**config.mk**
```make
export PLATFORM = sky130hd
export DESIGN_NAME = mux_scan_seq
export DESIGN_NICKNAME = d
export VERILOG_FILES = /design/src/rtl/mux_scan_seq.sv
export SDC_FILE = /design/constraint.sdc
export NUM_CORES = 1
export LEC_CHECK = 0
export CAP_MARGIN = 25
export CELL_PAD_IN_SITES_DETAIL_PLACEMENT = 1
export CELL_PAD_IN_SITES_GLOBAL_PLACEMENT = 1
export CORE_ASPECT_RATIO = 2
export CORE_MARGIN = 4
export CORE_UTILIZATION = 25
export CTS_BUF_LIST = sky130_fd_sc_hd__clkbuf_8 sky130_fd_sc_hd__clkbuf_16
export CTS_CLUSTER_SIZE = 24
export DETAILED_ROUTE_END_ITERATION = 8
export GPL_TIMING_DRIVEN = 0
export PLACE_DENSITY_LB_ADDON = 0.1
export SLEW_MARGIN = 20
export SYNTH_ARGS = -nofsm -noshare
export SYNTH_HDL_FRONTEND = slang
export SYNTH_SLANG_ARGS = --single-unit
```
**constraint.sdc**
```tcl
create_clock -name clk -period 4.1 [get_ports clk]
set_input_delay 0.82 -clock clk [delete_from_list [all_inputs] [get_ports clk]]
set_output_delay 0.82 -clock clk [all_outputs]
set_load 0.05 [all_outputs]
```
**src/rtl/mux_scan_seq.sv**
```systemverilog
// mux_scan_seq: control and capture stage around a 16:1 bit multiplexer.
// On an accepted start it walks `sel` through the enabled channels in
// ascending order. It holds each channel for SETTLE extra cycles, then samples
// `mux_out` into the matching bit of `word`. When the last enabled channel has
// been sampled, it presents the finished word with a one-cycle `valid` pulse.
//
// Optional feature: define MUX_SCAN_PARITY_EN to add the registered `parity`
// output, which is the XOR of the captured word.

module mux_scan_seq #(
    parameter int SETTLE = 1
) (
    input  logic        clk,
    input  logic        rst,
    input  logic        start,
    input  logic [15:0] mask,
    input  logic        mux_out,
    output logic [3:0]  sel,
    output logic        ready,
    output logic [15:0] word,
`ifdef MUX_SCAN_PARITY_EN
    output logic        parity,
`endif
    output logic        valid
);

    typedef enum logic [1:0] {
        IDLE,
        SCAN,
        DONE
    } state_t;

    localparam logic [3:0] SETTLE_LOAD = 4'(SETTLE);

    state_t      state;
    state_t      state_next;
    logic [3:0]  sel_next;
    logic [3:0]  cnt;
    logic [3:0]  cnt_next;
    logic [15:0] scan_mask;
    logic [15:0] scan_mask_next;
    logic [15:0] word_next;
    logic [15:0] above;
`ifdef MUX_SCAN_PARITY_EN
    logic        parity_next;
`endif

    // Index of the lowest set bit; only called with a non-zero argument.
    function automatic logic [3:0] lowest_set(input logic [15:0] m);
        lowest_set = 4'd0;
        for (int i = 15; i >= 0; i--) begin
            if (m[i]) begin
                lowest_set = 4'(i);
            end
        end
    endfunction

    // State, select, settle counter, latched mask and capture word registers.
    always_ff @(posedge clk or posedge rst) begin
        if (rst) begin
            state     <= IDLE;
            sel       <= 4'd0;
            cnt       <= 4'd0;
            scan_mask <= 16'd0;
            word      <= 16'd0;
`ifdef MUX_SCAN_PARITY_EN
            parity    <= 1'b0;
`endif
        end else begin
            state     <= state_next;
            sel       <= sel_next;
            cnt       <= cnt_next;
            scan_mask <= scan_mask_next;
            word      <= word_next;
`ifdef MUX_SCAN_PARITY_EN
            parity    <= parity_next;
`endif
        end
    end

    // Next-state logic: start acceptance, per-channel settle countdown, sampling and skipping of disabled channels.
    always_comb begin
        state_next     = state;
        sel_next       = sel;
        cnt_next       = cnt;
        scan_mask_next = scan_mask;
        word_next      = word;
`ifdef MUX_SCAN_PARITY_EN
        parity_next    = parity;
`endif
        // Channels strictly above the one currently selected that are still enabled.
        above          = scan_mask & (16'hFFFF << ({1'b0, sel} + 5'd1));

        case (state)
            IDLE: begin
                sel_next = 4'd0;
                if (start) begin
                    scan_mask_next = mask;
                    word_next      = 16'd0;
`ifdef MUX_SCAN_PARITY_EN
                    parity_next    = 1'b0;
`endif
                    if (mask == 16'd0) begin
                        state_next = DONE;
                    end else begin
                        state_next = SCAN;
                        sel_next   = lowest_set(mask);
                        cnt_next   = SETTLE_LOAD;
                    end
                end
            end

            SCAN: begin
                if (cnt == 4'd0) begin
                    word_next[sel] = mux_out;
                    if (above == 16'd0) begin
                        state_next  = DONE;
                        sel_next    = 4'd0;
`ifdef MUX_SCAN_PARITY_EN
                        parity_next = ^word_next;
`endif
                    end else begin
                        sel_next = lowest_set(above);
                        cnt_next = SETTLE_LOAD;
                    end
                end else begin
                    cnt_next = cnt - 4'd1;
                end
            end

            DONE: begin
                state_next = IDLE;
                sel_next   = 4'd0;
            end

            default: begin
                state_next = IDLE;
                sel_next   = 4'd0;
            end
        endcase
    end

    // Handshake outputs decode straight from the registered state.
    assign ready = (state == IDLE);
    assign valid = (state == DONE);

endmodule

```
# Word level (Yosys, flattened, before mapping)
# Index checks and enable logic that the tools add are counted.
dict set report totals {
  register_bits 42
  output_inout_bits 22
  inputBits 20
  word_cells 81
}
dict set report op_classes {
  order_cmp 2
  muxes 53
  n_eq_ne 7
  shift 1
  bitwise 1
  reduce_logical 10
  addsub 2
}
# op n
set ops {}
lappend ops {{2-to-1 mux 4 bit} 40}
lappend ops {{logical NOT 16 bit} 2}
lappend ops {{2-to-1 mux 16 bit} 2}
lappend ops {{one-hot mux 16 bit (2 select lines)} 1}
lappend ops {{AND 16 bit} 1}
lappend ops {{bitwise mux 16 bit} 1}
lappend ops {{one-hot mux 4 bit (2 select lines)} 2}
lappend ops {{<< shifter 16 x 5 -> 16 bit, first input constant} 1}
lappend ops {{2-to-1 mux 2 bit} 4}
lappend ops {{inequality test 2 bit, second input constant} 4}
lappend ops {{AND reduction 3 bit} 2}
lappend ops {{adder 4 x 1 -> 5 bit, second input constant} 1}
lappend ops {{< comparator 4 x 5 -> 1 bit, second input constant} 1}
lappend ops {{demux 1 bit (select 4 bit)} 1}
lappend ops {{greater-or-equal comparator 4 x 1 -> 1 bit, second input constant} 1}
lappend ops {{logical NOT 4 bit} 1}
lappend ops {{one-hot mux 2 bit (2 select lines)} 1}
lappend ops {{AND reduction 4 bit} 1}
lappend ops {{subtractor 4 x 1 -> 4 bit, second input constant} 1}
lappend ops {{inequality test 3 bit, second input constant} 1}
lappend ops {{equality test 2 x 1 -> 1 bit, second input constant} 1}
lappend ops {{equality test 2 bit, second input constant} 1}
lappend ops {{logical NOT 2 bit} 1}
lappend ops {{AND reduction 2 bit} 1}
lappend ops {{3 further kinds} 3}

# Logic depth before layout (Yosys ltp)
dict set report depth {
  word_depth 22
  mapped_depth 9
  mapped_depth_nobuf 8
}

# Least setup slack after synthesis
# OpenSTA, ideal clock, no wires.
dict set report synth_timing {
  path_kind {reg-to-reg}
  from {register sel[1]}
  to {register cnt[0]}
  path_stages_with_launch 8
  path_slack_ns 1.425
  period_less_slack_ns 2.675
  setup_ns 0.125
  t_required_ns 3.975
  n_path_buf 0
  arrival_time_ns 2.551
  path_cell_list {dfrtp_1 -> ha_1 -> or2_1 -> a21boi_1 -> a211oi_1 -> or3_1 -> o31a_1 -> mux2_2}
}
dict set report synth_via {
  elab_chain_cells 6
}
# item line_no
set synth_lines {}
lappend synth_lines {{start, declared} 18} ;# output logic [3:0] sel,
lappend synth_lines {{start signal, assigned} 71} ;# sel <= sel_next;
lappend synth_lines {{adder 4 x 1 -> 5 bit} 92} ;# above = scan_mask & (16'hFFFF << ({1'b0, sel} + 5'd1));
lappend synth_lines {{<< shifter 16 x 5 -> 16 bit} 92}
lappend synth_lines {{AND 16 bit} 92}
lappend synth_lines {{logical NOT 16 bit} 116} ;# if (above == 16'd0) begin
lappend synth_lines {{inequality test 3 bit (no line)} -}
lappend synth_lines {{AND reduction 4 bit (no line)} -}
lappend synth_lines {{end signal, assigned} 72} ;# cnt <= cnt_next;
lappend synth_lines {{end, declared} 38} ;# logic [3:0] cnt;
# No other way between the ends.
# A chain may end at the register's enable or synchronous reset.

# Worst setup path in the final report
dict set report layout_timing {
  from {input port mask[15]}
  to {register cnt[0]}
}
dict set report layout_via {
  elab_chain_cells 3
}
# item line_no
set layout_lines {}
lappend layout_lines {{start, declared} 16} ;# input logic [15:0] mask,
lappend layout_lines {{logical NOT 16 bit} 103} ;# if (mask == 16'd0) begin
lappend layout_lines {{inequality test 2 bit (no line)} -}
lappend layout_lines {{AND reduction 4 bit (no line)} -}
# No other way between the ends.

==> results.toml <==
[finish]
diodes = 0
mostFrequentLayoutCell = "nand2_1"
nNetsFinal = 405
area_delta_synth_final_pct = 28.74
mostFrequentLayoutCells = "53 x nand2_1, 46 x o21ai_0, 42 x dfrtp_1"
final_layout_size_suffix_gt1_frac = 0.06332

[sta]
fin_crit_ns = 3.024
rsz0062_at_grt = "no"
slew_violations = 0
setup_violations = 0
skew_ns = 0.002719
period_share = 0.7376
tns_ns = 0
fmax_ghz = 0.3307
hold_viol = 0
tightestPinTransition_ns = 0.8731
slew-limit-headroom = 0.4126
hold_ws_ns = 0.4794

[critical_path]
worstPathRequired_ns = 4.28
critical_path_class = "in -> reg"
cp_max_fo = 4
endpoint_kind = "register"
slowest_stage = "nor4_1"
rr_endpoint = "cnt[0]$_DFFE_PP0P_"
startpoint_type = "input port"
slowest_delay_ns = 0.79
rr_worst_depth = 7
crit_path_cell_trace = "clkdlybuf4s50_1 -> nor4_1 -> nand4_1 -> o21ai_0 -> a21oi_1 -> o31a_1 -> mux2_2"
ff2ff_setup_slack_ns = 1.24
r2r-start = "sel[1]$_DFFE_PP0N_"
arrival_ns = 3.20

[placement]
finalWeightedCongestion = 0.8440
portBuffers = 41
dp_hpwl_mm = 8.221

[floorplan]
dieArea_sq_um = 12490
dieWidth_microns = 81.06
ios = 42
rows = 53
coreArea_sq_um = 10480
initial_core_util = 0.2547
die_h_microns = 154.1

[logic_synthesis]
synth_fp_nets = 356
synthArstFlopShare = 1.000
syn_area_per_cell_sq_um = 8.112
postSynthCellCount = 329
synth-edff-count = 0
synth_area_sq_um = 2669
ys_seq_elements = 42
yosysWarnings = 0
seq_area_frac_synth = 0.3938
ys_types = 56
ys.flop_type = "dfrtp_1"

[global_routing]
grt.overflow.total = 0
antenna_found_initial = 0
grt_pass1_wl_mm = 16.13
grt_usage = 0.1730
grt_start_max_net_pins = 26
grt_pass1_vias = 2916

[power]
p_switching_uw = 1436
p_leak_uw = 0.001429
seqPwrFrac = 0.253
internal-power_uw = 1468
powerDensity_nw_per_um2 = 845.1
power_frac_comb = 0.588
p_clk_frac = 0.159
ir_drop_mv = 0.2702
switching_share = 0.4944

[detailed_routing]
ant_nets = 0
vias = 2683
drt_wl_total_mm = 10.05
drc = 0
drt_iter0_markers = 152
drt_pre_antenna_iters = 4
routedWlPerCell_microns = 19.48
viasPerCell = 5.200

[worst_hold_path]
hold_end = "scan_mask[2]$_DFFE_PP0P_"
min_path_type = "reg -> reg"
min_from = "scan_mask[2]$_DFFE_PP0P_"
holdPathStages = 2

[cts]
hold_buffers = 0
numCtsBuffers = 5
htree_levels = 2
clkSinkCount = 42
cts.path.max_buffers = 2
cts_resized = 0
post_cts_buffers = 0
root_buffer = "clkbuf_16"
cts_tree = "yes"
clock_latency_ns = 0.29
path_clk_slew_ns = 0.07

[outcome]
status = "finished clean"

[run]
drv_cap = 0
[cell families after synthesis]
logic type	after synthesis	share of synthesized area
muxes	3	0.01172
and+or+nand+nor	126	0.2293
buffers and inverters	29	0.04547
DFF	42	0.3938
adders and majority gates	7	0.03282
xor gates and xnor gates	1	0.006096
AOI/OAI and AO/OA	121	0.2808
[flip-flops by register name, summed over array words and instances, names as in the netlist]
name       cells
cnt            4
sel            4
word          16
state          2
scan_mask     16
[routing by layer]
| layer | GRT usage | vias to the layer above | wire (microns) |
|---|---|---|---|
| li1 | - | 1300 | - |
| met1 | 0.1722 | 1293 | 3525 |
| met2 | 0.3272 | 66 | 5722 |
| met3 | 0.01700 | 24 | 258 |
| met4 | 0.1048 | 0 | 547 |
| met5 | 0 | - | 0 |
[power groups by stage]
stage,clock (uW),sequential [uW],combinational (uW)
after global routing,495,762,1880
after global placement,0,737,1690
final,463,735,1710
after floorplan,0,938,929
after CTS,475,737,1720
after detailed placement,0,745,1710
[synthesized netlist by cell type (2+ instances only)]
master,number,share of area
nand2_1,53,0.075
o21ai_0,46,0.086
dfrtp_1,42,0.39
a21oi_1,29,0.054
nor2_1,18,0.025
inv_1,15,0.021
nand3_1,10,0.019
clkbuf_1,8,0.011
ha_1,7,0.033
nor2b_1,7,0.016
nor3_1,6,0.011
nand2b_1,5,0.012
a221o_1,4,0.015
a31oi_1,4,0.0094
buf_2,4,0.0075
nand4_1,4,0.0094
nor4_1,4,0.0094
a31o_2,3,0.0098
nand3b_1,3,0.0084
o211ai_1,3,0.0084
o31a_1,3,0.0098
o31ai_1,3,0.0084
a2111oi_0,2,0.0066
a211oi_1,2,0.0056
a21boi_1,2,0.0056
a21o_1,2,0.0056
a221oi_1,2,0.0066
a22o_1,2,0.0066
a32oi_1,2,0.0066
and2_1,2,0.0047
and3_1,2,0.0047
mux2i_1,2,0.0075
o21bai_1,2,0.0056
o22ai_1,2,0.0047
or2_2,2,0.0047
or3_1,2,0.0047
[layout make-up]
type	instances	area, sq um
repair buffers	42	430.4
well taps	137	171.4
plain buffers	14	65.06
multi-input cells	258	1496
fillers	1314	7042
flip-flops and latches	42	1051
clock inverters	3	40.04
clock buffers	5	125.1
inverters	15	56.30
[stage by stage]
step / cell area (sq um) / cells / total power [uW] / utilization / worst slack [ns]
2_1_floorplan: 2669 / 329 / 1867 / - / 1.425
5_1_grt: 3436 / 516 / 3132 / 0.3279 / 0.8564
4_1_cts: 3436 / 516 / 2935 / 0.3279 / 0.9410
3_3_place_gp: 3251 / 507 / 2424 / 0.3102 / 0.7173
3_5_place_dp: 3271 / 508 / 2457 / 0.3122 / 0.6419
6_report: 3436 / 516 / 2904 / 0.3279 / 1.076
[how the worst max path moves through the flow]
stage	start	slack [ns]	to
6_report	mask[15]	1.08	cnt[0]$_DFFE_PP0P_
3_5_place_dp	mask[15]	0.64	cnt[0]$_DFFE_PP0P_
4_1_cts	mask[15]	0.94	cnt[0]$_DFFE_PP0P_
3_3_place_gp	mask[15]	0.72	cnt[0]$_DFFE_PP0P_
2_1_floorplan	sel[1]$_DFFE_PP0N_	1.42	cnt[0]$_DFFE_PP0P_
5_1_grt	mask[15]	0.86	cnt[0]$_DFFE_PP0P_
[critical path: cells and delay by family]
family	cells	cell delay, ns
AOI/OAI and AO/OA	3	0.56
muxes	1	0.28
and+or+nand+nor	2	1.07
buffers and inverters	1	0.47
No activity file was read; power rests on OpenSTA's default activity.
